$ cat config.mk
export PLATFORM = sky130hd
export DESIGN_NAME = sprite_bounce_ctrl_flat
export DESIGN_NICKNAME = d
export VERILOG_FILES = /design/src/rtl/video_pkg.sv /design/src/rtl/sprite_bounce_ctrl_if.sv /design/src/rtl/axis_bounce.sv /design/src/rtl/sprite_bounce_ctrl.sv /design/src/flat_wrapper.sv
export SDC_FILE = /design/constraint.sdc
export NUM_CORES = 1
export LEC_CHECK = 0
export ABC_AREA = 0
export BUFFER_PORTS_ARGS = -buffer_cell sky130_fd_sc_hd__buf_4
export CORE_UTILIZATION = 56
export CTS_BUF_LIST = sky130_fd_sc_hd__clkbuf_16
export DETAILED_ROUTE_END_ITERATION = 8
export HOLD_SLACK_MARGIN = 0.02
export PLACE_DENSITY = 0.74
export REMOVE_ABC_BUFFERS = 1
export SETUP_SLACK_MARGIN = 0.2
export SLEW_MARGIN = 10
export SYNTH_ARGS = -nofsm -noshare
export SYNTH_HDL_FRONTEND = slang
export SYNTH_SLANG_ARGS = --single-unit
$ cat constraint.sdc
create_clock -name clk -period 3.7 [get_ports clk]
set_clock_uncertainty 0.1 [all_clocks]
set_input_delay 0.74 -clock clk [delete_from_list [all_inputs] [get_ports clk]]
set_output_delay 0.74 -clock clk [all_outputs]
set_load 0.02 [all_outputs]
$ cat src/rtl/video_pkg.sv
// Shared 640x480 video timing constants and the sprite-update FSM state type.
package video_pkg;

   localparam int H_ACTIVE = 640;
   localparam int V_ACTIVE = 480;

   typedef enum logic [1:0] {
      WAIT_VS = 2'd0,
      CALC_X  = 2'd1,
      CALC_Y  = 2'd2,
      PUBLISH = 2'd3
   } state_t;

endpackage

$ cat src/rtl/sprite_bounce_ctrl_if.sv
// Control/status bundle of the sprite bounce controller: the video timing side
// drives vsync/enable/speed, the controller publishes position and pulses.
interface sprite_bounce_ctrl_if;

   logic        vsync_n;
   logic        enable;
   logic [2:0]  speed;
   logic [9:0]  sprite_x;
   logic [9:0]  sprite_y;
   logic        frame_tick;
   logic        bounce_x;
   logic        bounce_y;
   logic [15:0] frame_cnt;

   modport master (
      output vsync_n, enable, speed,
      input  sprite_x, sprite_y, frame_tick, bounce_x, bounce_y, frame_cnt
   );

   modport slave (
      input  vsync_n, enable, speed,
      output sprite_x, sprite_y, frame_tick, bounce_x, bounce_y, frame_cnt
   );

endinterface

$ cat src/rtl/axis_bounce.sv
// One-axis step: move pos by speed in the direction of dir, clamp at 0 / limit
// and reverse direction when the move would leave the range.
module axis_bounce (
   input  logic [9:0] i_pos,
   input  logic       i_dir,
   input  logic [2:0] i_speed,
   input  logic [9:0] i_limit,
   output logic [9:0] o_pos,
   output logic       o_dir,
   output logic       o_bounce
);

   logic signed [10:0] w_pos;
   logic signed [10:0] w_step;
   logic signed [10:0] w_lim;
   logic signed [10:0] w_nx;

   assign w_pos  = $signed({1'b0, i_pos});
   assign w_step = $signed({8'b0, i_speed});
   assign w_lim  = $signed({1'b0, i_limit});
   assign w_nx   = i_dir ? (w_pos - w_step) : (w_pos + w_step);

   always_comb begin
      // NOTE: every output gets a default first so no path can infer a latch.
      o_pos    = w_nx[9:0];
      o_dir    = i_dir;
      o_bounce = 1'b0;
      // Landing exactly on a limit is a legal position, not a bounce.
      if (w_nx > w_lim) begin
         o_pos    = i_limit;
         o_dir    = ~i_dir;
         o_bounce = 1'b1;
      end else if (w_nx < 11'sd0) begin
         o_pos    = 10'd0;
         o_dir    = ~i_dir;
         o_bounce = 1'b1;
      end
   end

endmodule

$ cat src/rtl/sprite_bounce_ctrl.sv
// Moves a sprite once per frame on the vsync_n falling edge, bouncing off the
// active-area edges, and publishes the new position with a one-cycle tick.
module sprite_bounce_ctrl #(
   parameter int H_ACTIVE = video_pkg::H_ACTIVE,
   parameter int V_ACTIVE = video_pkg::V_ACTIVE,
   parameter int SPR_W    = 16,
   parameter int SPR_H    = 16,
   parameter int X0       = 100,
   parameter int Y0       = 60
) (
   input  logic                 clk,
   input  logic                 reset,
   sprite_bounce_ctrl_if.slave  bus
);

   import video_pkg::*;

   localparam logic [9:0] X_LIM  = 10'(H_ACTIVE - SPR_W);
   localparam logic [9:0] Y_LIM  = 10'(V_ACTIVE - SPR_H);
   localparam logic [9:0] X_INIT = 10'(X0);
   localparam logic [9:0] Y_INIT = 10'(Y0);

   state_t      r_state;
   state_t      w_next_state;

   logic        r_vs_prev;
   logic [2:0]  r_speed;
   logic [9:0]  r_x;
   logic [9:0]  r_y;
   logic        r_dir_x;
   logic        r_dir_y;
   logic        r_bx;
   logic        r_by;

   logic [9:0]  r_sprite_x;
   logic [9:0]  r_sprite_y;
   logic        r_frame_tick;
   logic        r_bounce_x;
   logic        r_bounce_y;
   logic [15:0] r_frame_cnt;

   logic        w_vs_fall;
   logic        w_start;
   logic        w_calc_x;
   logic        w_calc_y;
   logic        w_publish;

   logic [9:0]  w_x_nx;
   logic        w_x_dir;
   logic        w_x_bounce;
   logic [9:0]  w_y_nx;
   logic        w_y_dir;
   logic        w_y_bounce;

   assign w_vs_fall = r_vs_prev & ~bus.vsync_n;

   axis_bounce u_axis_x (
      .i_pos    (r_x),
      .i_dir    (r_dir_x),
      .i_speed  (r_speed),
      .i_limit  (X_LIM),
      .o_pos    (w_x_nx),
      .o_dir    (w_x_dir),
      .o_bounce (w_x_bounce)
   );

   axis_bounce u_axis_y (
      .i_pos    (r_y),
      .i_dir    (r_dir_y),
      .i_speed  (r_speed),
      .i_limit  (Y_LIM),
      .o_pos    (w_y_nx),
      .o_dir    (w_y_dir),
      .o_bounce (w_y_bounce)
   );

   always_ff @(posedge clk or posedge reset) begin
      // NOTE: sequential state uses non-blocking assignments so every register
      // samples pre-edge values regardless of process evaluation order.
      if (reset) r_state <= WAIT_VS;
      else       r_state <= w_next_state;
   end

   // Edges seen outside WAIT_VS fall through here and are simply dropped.
   always_comb begin
      w_next_state = r_state;
      case (r_state)
         WAIT_VS: if (w_vs_fall && bus.enable) w_next_state = CALC_X;
         CALC_X:  w_next_state = CALC_Y;
         CALC_Y:  w_next_state = PUBLISH;
         PUBLISH: w_next_state = WAIT_VS;
         default: w_next_state = WAIT_VS;
      endcase
   end

   always_comb begin
      w_start   = 1'b0;
      w_calc_x  = 1'b0;
      w_calc_y  = 1'b0;
      w_publish = 1'b0;
      case (r_state)
         WAIT_VS: w_start   = w_vs_fall & bus.enable;
         CALC_X:  w_calc_x  = 1'b1;
         CALC_Y:  w_calc_y  = 1'b1;
         PUBLISH: w_publish = 1'b1;
         default: ;
      endcase
   end

   // Working registers: a reset mid-update restores them, so nothing partial survives.
   always_ff @(posedge clk or posedge reset) begin
      if (reset) begin
         r_vs_prev <= 1'b1;
         r_speed   <= 3'd0;
         r_x       <= X_INIT;
         r_y       <= Y_INIT;
         r_dir_x   <= 1'b0;
         r_dir_y   <= 1'b0;
         r_bx      <= 1'b0;
         r_by      <= 1'b0;
      end else begin
         r_vs_prev <= bus.vsync_n;
         if (w_start) begin
            r_speed <= bus.speed;
            r_bx    <= 1'b0;
            r_by    <= 1'b0;
         end
         if (w_calc_x) begin
            r_x     <= w_x_nx;
            r_dir_x <= w_x_dir;
            r_bx    <= w_x_bounce;
         end
         if (w_calc_y) begin
            r_y     <= w_y_nx;
            r_dir_y <= w_y_dir;
            r_by    <= w_y_bounce;
         end
      end
   end

   // Published outputs change only on the PUBLISH edge, together with the tick.
   always_ff @(posedge clk or posedge reset) begin
      if (reset) begin
         r_sprite_x   <= X_INIT;
         r_sprite_y   <= Y_INIT;
         r_frame_tick <= 1'b0;
         r_bounce_x   <= 1'b0;
         r_bounce_y   <= 1'b0;
         r_frame_cnt  <= 16'd0;
      end else begin
         r_frame_tick <= w_publish;
         r_bounce_x   <= w_publish & r_bx;
         r_bounce_y   <= w_publish & r_by;
         if (w_publish) begin
            r_sprite_x  <= r_x;
            r_sprite_y  <= r_y;
            r_frame_cnt <= r_frame_cnt + 16'd1;
         end
      end
   end

   assign bus.sprite_x   = r_sprite_x;
   assign bus.sprite_y   = r_sprite_y;
   assign bus.frame_tick = r_frame_tick;
   assign bus.bounce_x   = r_bounce_x;
   assign bus.bounce_y   = r_bounce_y;
   assign bus.frame_cnt  = r_frame_cnt;

endmodule

$ cat src/flat_wrapper.sv
// flat-port wrapper written by rule: the top's interface ports become plain ports
module sprite_bounce_ctrl_flat import video_pkg::*;
#(
   parameter int H_ACTIVE = video_pkg::H_ACTIVE,
   parameter int V_ACTIVE = video_pkg::V_ACTIVE,
   parameter int SPR_W    = 16,
   parameter int SPR_H    = 16,
   parameter int X0       = 100,
   parameter int Y0       = 60
)
  (clk, reset, bus_vsync_n, bus_enable, bus_speed, bus_sprite_x, bus_sprite_y, bus_frame_tick, bus_bounce_x, bus_bounce_y, bus_frame_cnt);
  sprite_bounce_ctrl_if bus_i ();
  input  logic clk;
  input  logic reset;
  input wire logic [$bits(bus_i.vsync_n)-1:0] bus_vsync_n;
  input wire logic [$bits(bus_i.enable)-1:0] bus_enable;
  input wire logic [$bits(bus_i.speed)-1:0] bus_speed;
  output wire logic [$bits(bus_i.sprite_x)-1:0] bus_sprite_x;
  output wire logic [$bits(bus_i.sprite_y)-1:0] bus_sprite_y;
  output wire logic [$bits(bus_i.frame_tick)-1:0] bus_frame_tick;
  output wire logic [$bits(bus_i.bounce_x)-1:0] bus_bounce_x;
  output wire logic [$bits(bus_i.bounce_y)-1:0] bus_bounce_y;
  output wire logic [$bits(bus_i.frame_cnt)-1:0] bus_frame_cnt;
  assign bus_i.vsync_n = bus_vsync_n;
  assign bus_i.enable = bus_enable;
  assign bus_i.speed = bus_speed;
  assign bus_sprite_x = bus_i.sprite_x;
  assign bus_sprite_y = bus_i.sprite_y;
  assign bus_frame_tick = bus_i.frame_tick;
  assign bus_bounce_x = bus_i.bounce_x;
  assign bus_bounce_y = bus_i.bounce_y;
  assign bus_frame_cnt = bus_i.frame_cnt;
  sprite_bounce_ctrl #(.H_ACTIVE(H_ACTIVE), .V_ACTIVE(V_ACTIVE), .SPR_W(SPR_W), .SPR_H(SPR_H), .X0(X0), .Y0(Y0)) u_core (.clk(clk), .reset(reset), .bus(bus_i));
endmodule
### Word level (Yosys, flattened, before mapping)

Cells that the tools add are included.

| storage, ports and cells | value |
|---|---|
| word-level logic and storage cells | 66 |
| output and inout port bits | 39 |
| bits in registers | 69 |
| bits of input ports | 7 |

| cells by class | value |
|---|---|
| order comparisons | 4 |
| bitwise operators | 7 |
| reduce and logical (&&, ||, !) cells | 8 |
| $add $sub $neg | 5 |
| equal/unequal tests | 4 |
| multiplexer cells | 23 |

Operator list:

| operator | count |
|---|---|
| 10-bit 2-to-1 mux | 4 |
| 10-bit by 3-bit adder with 11-bit output | 2 |
| 11-bit by 1-bit < comparator with 1-bit output, second input constant | 2 |
| 11-bit 2-to-1 mux | 2 |
| 10-bit by 3-bit subtractor with 11-bit output | 2 |
| 16-bit by 1-bit adder with 16-bit output, second input constant | 1 |
| 1-bit 2-to-1 mux | 15 |
| 11-bit by 10-bit greater-than comparator with 1-bit output, second input constant | 1 |
| 11-bit greater-than comparator, second input constant | 1 |
| 2-bit one-hot mux with 4 select lines | 1 |
| 2-bit nonzero test | 4 |
| 1-bit bitwise AND | 4 |
| 2-bit == test, second input constant | 2 |
| 2-bit AND reduction | 2 |
| 1-bit NOT | 3 |
| 2-bit by 1-bit == test with 1-bit output, second input constant | 1 |
| 2-bit logical NOT | 1 |
| 2-bit 2-to-1 mux | 1 |
| 2-bit by 1-bit != test with 1-bit output, second input constant | 1 |
| 1-bit logical AND | 1 |

### Longest topological paths before layout

| depth | value |
|---|---|
| depth after elaboration | 6 |
| mapped depth | 14 |
| mapped depth without buffers | 13 |

### Modules after synthesis

A second synthesis with hierarchy kept.

| second synthesis, totals | value |
|---|---|
| cells, all modules | 461 |
| area total of the unflattened synthesis | 4775.8 µm² |

Modules (own cells, without submodules):

| module | sequential area each (µm²) | area each (µm²) | times used | cells an instance |
|---|---|---|---|---|
| sprite_bounce_ctrl | 1745.4 | 2771.4 | 1 | 185 |
| axis_bounce (u_core.u_axis_y) | 0.0 | 1017.2 | 1 | 138 |
| axis_bounce (u_core.u_axis_x) | 0.0 | 987.2 | 1 | 138 |

### Worst setup path before layout

OpenSTA, ideal clock, no wires.

| path | value |
|---|---|
| path type | reg-to-reg |
| start | register u_core.r_speed[0] |
| end | register u_core.r_dir_y |
| required time | 3.510 ns |
| period minus slack after synthesis | 2.905 ns |
| arrival time | 2.715 ns |
| path slack | 0.795 ns |
| buffers on the path | 0 |
| library setup time | 0.090 ns |
| cell stages (with the launch flop) | 13 |
| cell sequence | dfrtp_1 > inv_1 > ha_1 > mux2_2 > inv_1 > ha_1 > nor2b_4 > o2111ai_4 > a31oi_1 > or3_1 > a21o_1 > or4_1 > o2111ai_1 |

| between the ends | value |
|---|---|
| word-level cells in the longest chain between the ends | 5 |
| elaborated cells between the ends (all ways) | 8 |
| classes of those cells | add/sub: 2; order compare: 2; mux: 2; reduce/logical: 2 |

RTL lines:

| what | RTL line | text |
|---|---|---|
| start, declared | sprite_bounce_ctrl.sv:27 | `logic [2:0] r_speed;` |
| start signal, assigned | sprite_bounce_ctrl.sv:124 | `r_speed <= bus.speed;` |
| 10-bit by 3-bit adder with 11-bit output or 10-bit by 3-bit subtractor with 11-bit output (tied branches) | axis_bounce.sv:21 | `assign w_nx = i_dir ? (w_pos - w_step) : (w_pos + w_step);` |
| 11-bit 2-to-1 mux * | axis_bounce.sv:21 |  |
| 11-bit by 10-bit greater-than comparator with 1-bit output or 11-bit by 1-bit < comparator with 1-bit output (tied branches) | axis_bounce.sv:29, axis_bounce.sv:33 |  |
| 2-bit nonzero test (no line) | n/a |  |
| 2-bit AND reduction (no line) | n/a |  |
| end signal, assigned | sprite_bounce_ctrl.sv:135 | `r_dir_y <= w_y_dir;` |
| end, declared | sprite_bounce_ctrl.sv:31 | `logic r_dir_y;` |

Mark *: on every way between the ends. The rest lies on a longest branch, timed or not.
A chain may end at the register's enable or synchronous reset.

### Worst setup path in the final report

| path | value |
|---|---|
| start | register u_core.r_speed[0] |
| end | register u_core.r_x[5] |

| between the ends | value |
|---|---|
| word-level cells in the longest chain between the ends | 5 |
| elaborated cells between the ends (all ways) | 7 |
| classes of those cells | add/sub: 2; order compare: 2; mux: 3 |

RTL lines:

| what | RTL line | text |
|---|---|---|
| 10-bit by 3-bit adder with 11-bit output or 10-bit by 3-bit subtractor with 11-bit output (tied branches) | axis_bounce.sv:21 |  |
| 11-bit 2-to-1 mux * | axis_bounce.sv:21 |  |
| 11-bit by 1-bit < comparator with 1-bit output | axis_bounce.sv:33 | `end else if (w_nx < 11'sd0) begin` |
| 10-bit 2-to-1 mux | axis_bounce.sv:33 |  |
| 10-bit 2-to-1 mux * | axis_bounce.sv:29 | `if (w_nx > w_lim) begin` |
| end signal, assigned | sprite_bounce_ctrl.sv:129 | `r_x <= w_x_nx;` |
| end, declared | sprite_bounce_ctrl.sv:28 | `logic [9:0] r_x;` |

Marked as above.

==> summary.txt <==
Synth
  – Adder-cell share of the synthesized area: 0.0998
  – Sequential fraction of the synthesis area: 0.419
  – Synth Flop Type: dfrtp_1
  – Distinct cells, synth: 64
  – Post-Synth Simple-Gate Area: 0.145
  – Synth warn: 0
  – Mux cell area share after synthesis: 0.0775
  – Post-Syn Area: 0.00416 mm²
  – Xor and xnor fraction of the mapped netlist area: 0.0607
  – Share of flip-flops with an asynchronous set or reset: 1.00
  – Largest family of logic cells by synthesized area: compound AO/OA/AOI/OAI gates
  – Synth Register Bits: 69
  – Syn_area_per_cell: 10.2 µm²
  – Compound-Gate Fraction of Synth Area: 0.158
  – Cells after Synth: 407
  – Number of synthesized flops with an enable pin: 0

Clock network
  – Clk sinks: 69
  – Worst-path clk slew: 0.06 ns
  – TritonCTS Buffers: 9
  – Max clock buf depth: 2
  – CTS root buf: clkbuf_16
  – H-tree Lvls: 3
  – Clk_lat worst skew: 0.33 ns
  – CTS tree: yes
  – Hold Buf Count CTS: 0

Final layout
  – Finished Core Util: 0.690
  – Fin nets: 499
  – Share of cells above drive strength 1: 0.280
  – Area grow syn2layout: 19.5%
  – Ant diodes: 0

Worst hold path
  – Hold EP: u_core.bus.frame_cnt[15]$_DFFE_PP0P_
  – Worst hold-check path type: reg2reg
  – Hold_sp: u_core.bus.frame_cnt[15]$_DFFE_PP0P_
  – Hold Crit Depth: 1

Worst setup path
  – Reg-to-reg critical path endpoint: u_core.r_x[5]$_DFFE_PP1P_
  – Critical path class: reg2reg
  – WP data required: 3.83 ns
  – CP max FO: 6
  – Worst R2R Setup Slack: 0.37 ns
  – Startpoint types: register
  – Cell-by-cell trace of the critical path: inv_1 > ha_1 > ha_1 > nor2_1 > inv_1 > ha_1 > nor2b_1 > nor3_2 > o221ai_1 > xnor2_2 > nand2_1 > a311oi_1
  – Reg2Reg Depth: 12
  – Critical R2R Launch: u_core.r_speed[0]$_DFFE_PP0P_
  – Most frequent CP cell: ha_1
  – Buf+Inv Stages, Crit Path: 2
  – Crit path max-delay family: adder cells
  – Slowest stage cell, crit path: dfrtp_1
  – Worst setup EP type: register
  – Worst path arrival time: 3.46 ns
  – Crit-path max cell delay: 0.43 ns

Status
  – Status: complete, no violations

STA
  – Final period util: 0.900
  – Fmax: 300 MHz
  – Min Tclk post-route: 3.33 ns
  – Worst-margin pin slew: 0.839 ns
  – Max-Slew Margin vs Limit: 0.440
  – Slew Viols, Final: 0
  – Final hold slack: 0.366 ns
  – Sum of negative setup slack: 0 ns
  – Unrepaired setup endpoints after global routing: true
  – Fin. Hold Viols: 0
  – Final worst slack: 0.370 ns
  – Final setup vio count: 0

Global route
  – Largest net degree at the start of global routing: 70
  – First-pass GRT wire length: 14700 µm
  – GR Util All Layers: 0.246
  – Initial antenna violation count: 0
  – Grt ovf: 0
  – Vias in the first global route: 3076

Placement
  – Hpwl dp: 6360 µm
  – PortBufs: 45
  – RD Place Congestion: 0.909
  – Dpl ws: 0.398 ns

Die
  – Std-Cell Rows: 31
  – Initial core utilization: 0.577
  – Io pins: 46
  – Core region area: 0.00721 mm²
  – Die width: 88.2 µm
  – Chip Height: 88.2 µm
  – DIE AREA: 0.00778 mm²

Detailed routing
  – Via count: 3253
  – Routed WL per cell: 15.7 µm
  – DRC marker count from the first detailed-route iteration: 119
  – Drc violations: 0
  – Vias per cell: 5.77
  – DR pass1 iterations: 6
  – Post-DRT Antenna Nets: 0
  – Post-Route WL: 8870 µm

Run
  – MaxCap Viol Count: 0
cell type report:
class                           instances  area, µm²
Clock inverter                          7       98.8
Multi-Input combinational cell        296       2270
Sequential cell                        69       1750
Tap cell                               99        124
Clock buffer                            9        225
Timing Repair Buffer                   52        390
Fill cell                             563       2240
Inverter                               32        120
how the worst max path moves through the flow:
stage	start	endpoint	slack, ns	cells past startpoint
final	u_core.r_speed[0]$_DFFE_PP0P_	u_core.r_x[5]$_DFFE_PP1P_	0.37	12
after global routing	u_core.r_speed[0]$_DFFE_PP0P_	u_core.r_x[5]$_DFFE_PP1P_	0.18	12
after CTS	u_core.r_speed[0]$_DFFE_PP0P_	u_core.r_x[0]$_DFFE_PP0P_	0.35	13
after detailed placement	u_core.r_speed[0]$_DFFE_PP0P_	u_core.r_x[0]$_DFFE_PP0P_	0.40	13
after global placement	u_core.r_speed[0]$_DFFE_PP0P_	u_core.r_x[2]$_DFFE_PP1P_	0.39	13
after floorplan	u_core.r_speed[0]$_DFFE_PP0P_	u_core.r_dir_y$_DFFE_PP0P_	0.79	12
cells in the final DEF (no fill, tap or decap), drive strengths merged, types with 4 or more instances in the layout:
master and instances:
a31oi 4, or3 4, nor2b 6, nand2 24, xnor2 19, a211oi 6, nand2b 5, inv 33
nor2 31, a21o 4, o31ai 4, dfstp 15, nand3 9, dfrtp 54, nand4 10, xor2 9
ha 30, a22o 4, nand3b 4, nor3 10, and2 7, mux2 26, a21oi 14, buf 52
clkbuf 9, o21ai 20, and3 4
state kept, by name, indices dropped and copies added (netlist names):
name / cells
u_core.bus.bounce_x: 1
u_core.bus.bounce_y: 1
u_core.bus.frame_cnt: 16
u_core.bus.frame_tick: 1
u_core.bus.sprite_x: 10
u_core.bus.sprite_y: 10
u_core.r_bx: 1
u_core.r_by: 1
u_core.r_dir_x: 1
u_core.r_dir_y: 1
u_core.r_speed: 3
u_core.r_state: 2
u_core.r_vs_prev: 1
u_core.r_x: 10
u_core.r_y: 10
timing repair:
action	in CTS	in global routing
setup buffers	0	5
gates resized for setup	0	5
endpoints found under the setup margin	0	7
layer usage:
metal,wire [µm],track usage,vias to the layer above
li1,-,-,1571
met1,4210,0.326,1591
met2,4190,0.394,79
met3,342,0.0485,12
met4,133,0.106,0
met5,0,0,-
cell families after synthesis:
family,count (synthesis)
simple gates,118
compound gates,89
flops,69
buf+inv,42
fa+ha+maj,32
mux,29
xor+xnor,28
synthesized netlist by cell type (all sizes together), types with 2 or more instances:
master   count  area share
o21ai       20       0.024
o2111ai      2      0.0084
mux2        26       0.070
o31ai        4      0.0072
inv         32       0.029
a31oi        4      0.0060
o22ai        3      0.0045
nor2        31       0.029
a211oi       6       0.013
a21o         4      0.0072
a22o         4      0.0084
and2         7       0.012
nand2       24       0.022
nand3        9       0.011
buf          4      0.0060
xor2         9       0.019
a311oi       2      0.0042
dfrtp       54        0.32
o211a        2      0.0048
nand4       10       0.015
o21bai       3      0.0054
nand2b       5      0.0075
o32ai        3      0.0063
xnor2       19       0.042
and3         4      0.0060
nor2b        6       0.011
or3          4      0.0060
mux2i        3      0.0072
o221ai       2      0.0042
clkbuf       6      0.0054
or2          3      0.0045
ha          30       0.090
nor3        10       0.013
dfstp       15       0.095
nand3b       4      0.0072
fa           2      0.0096
o211ai       2      0.0036
a21oi       14       0.017
metrics by stage:
stage               area, µm²  cells
detailed placement       4590    543
finish                   4980    564
CTS                      4920    559
global placement         4590    543
global route             4980    564
floorplan                4120    397
Power is left out: the tool's default activity adds up to more than one toggle a clock period on the data nets, which glitch-free logic cannot reach.
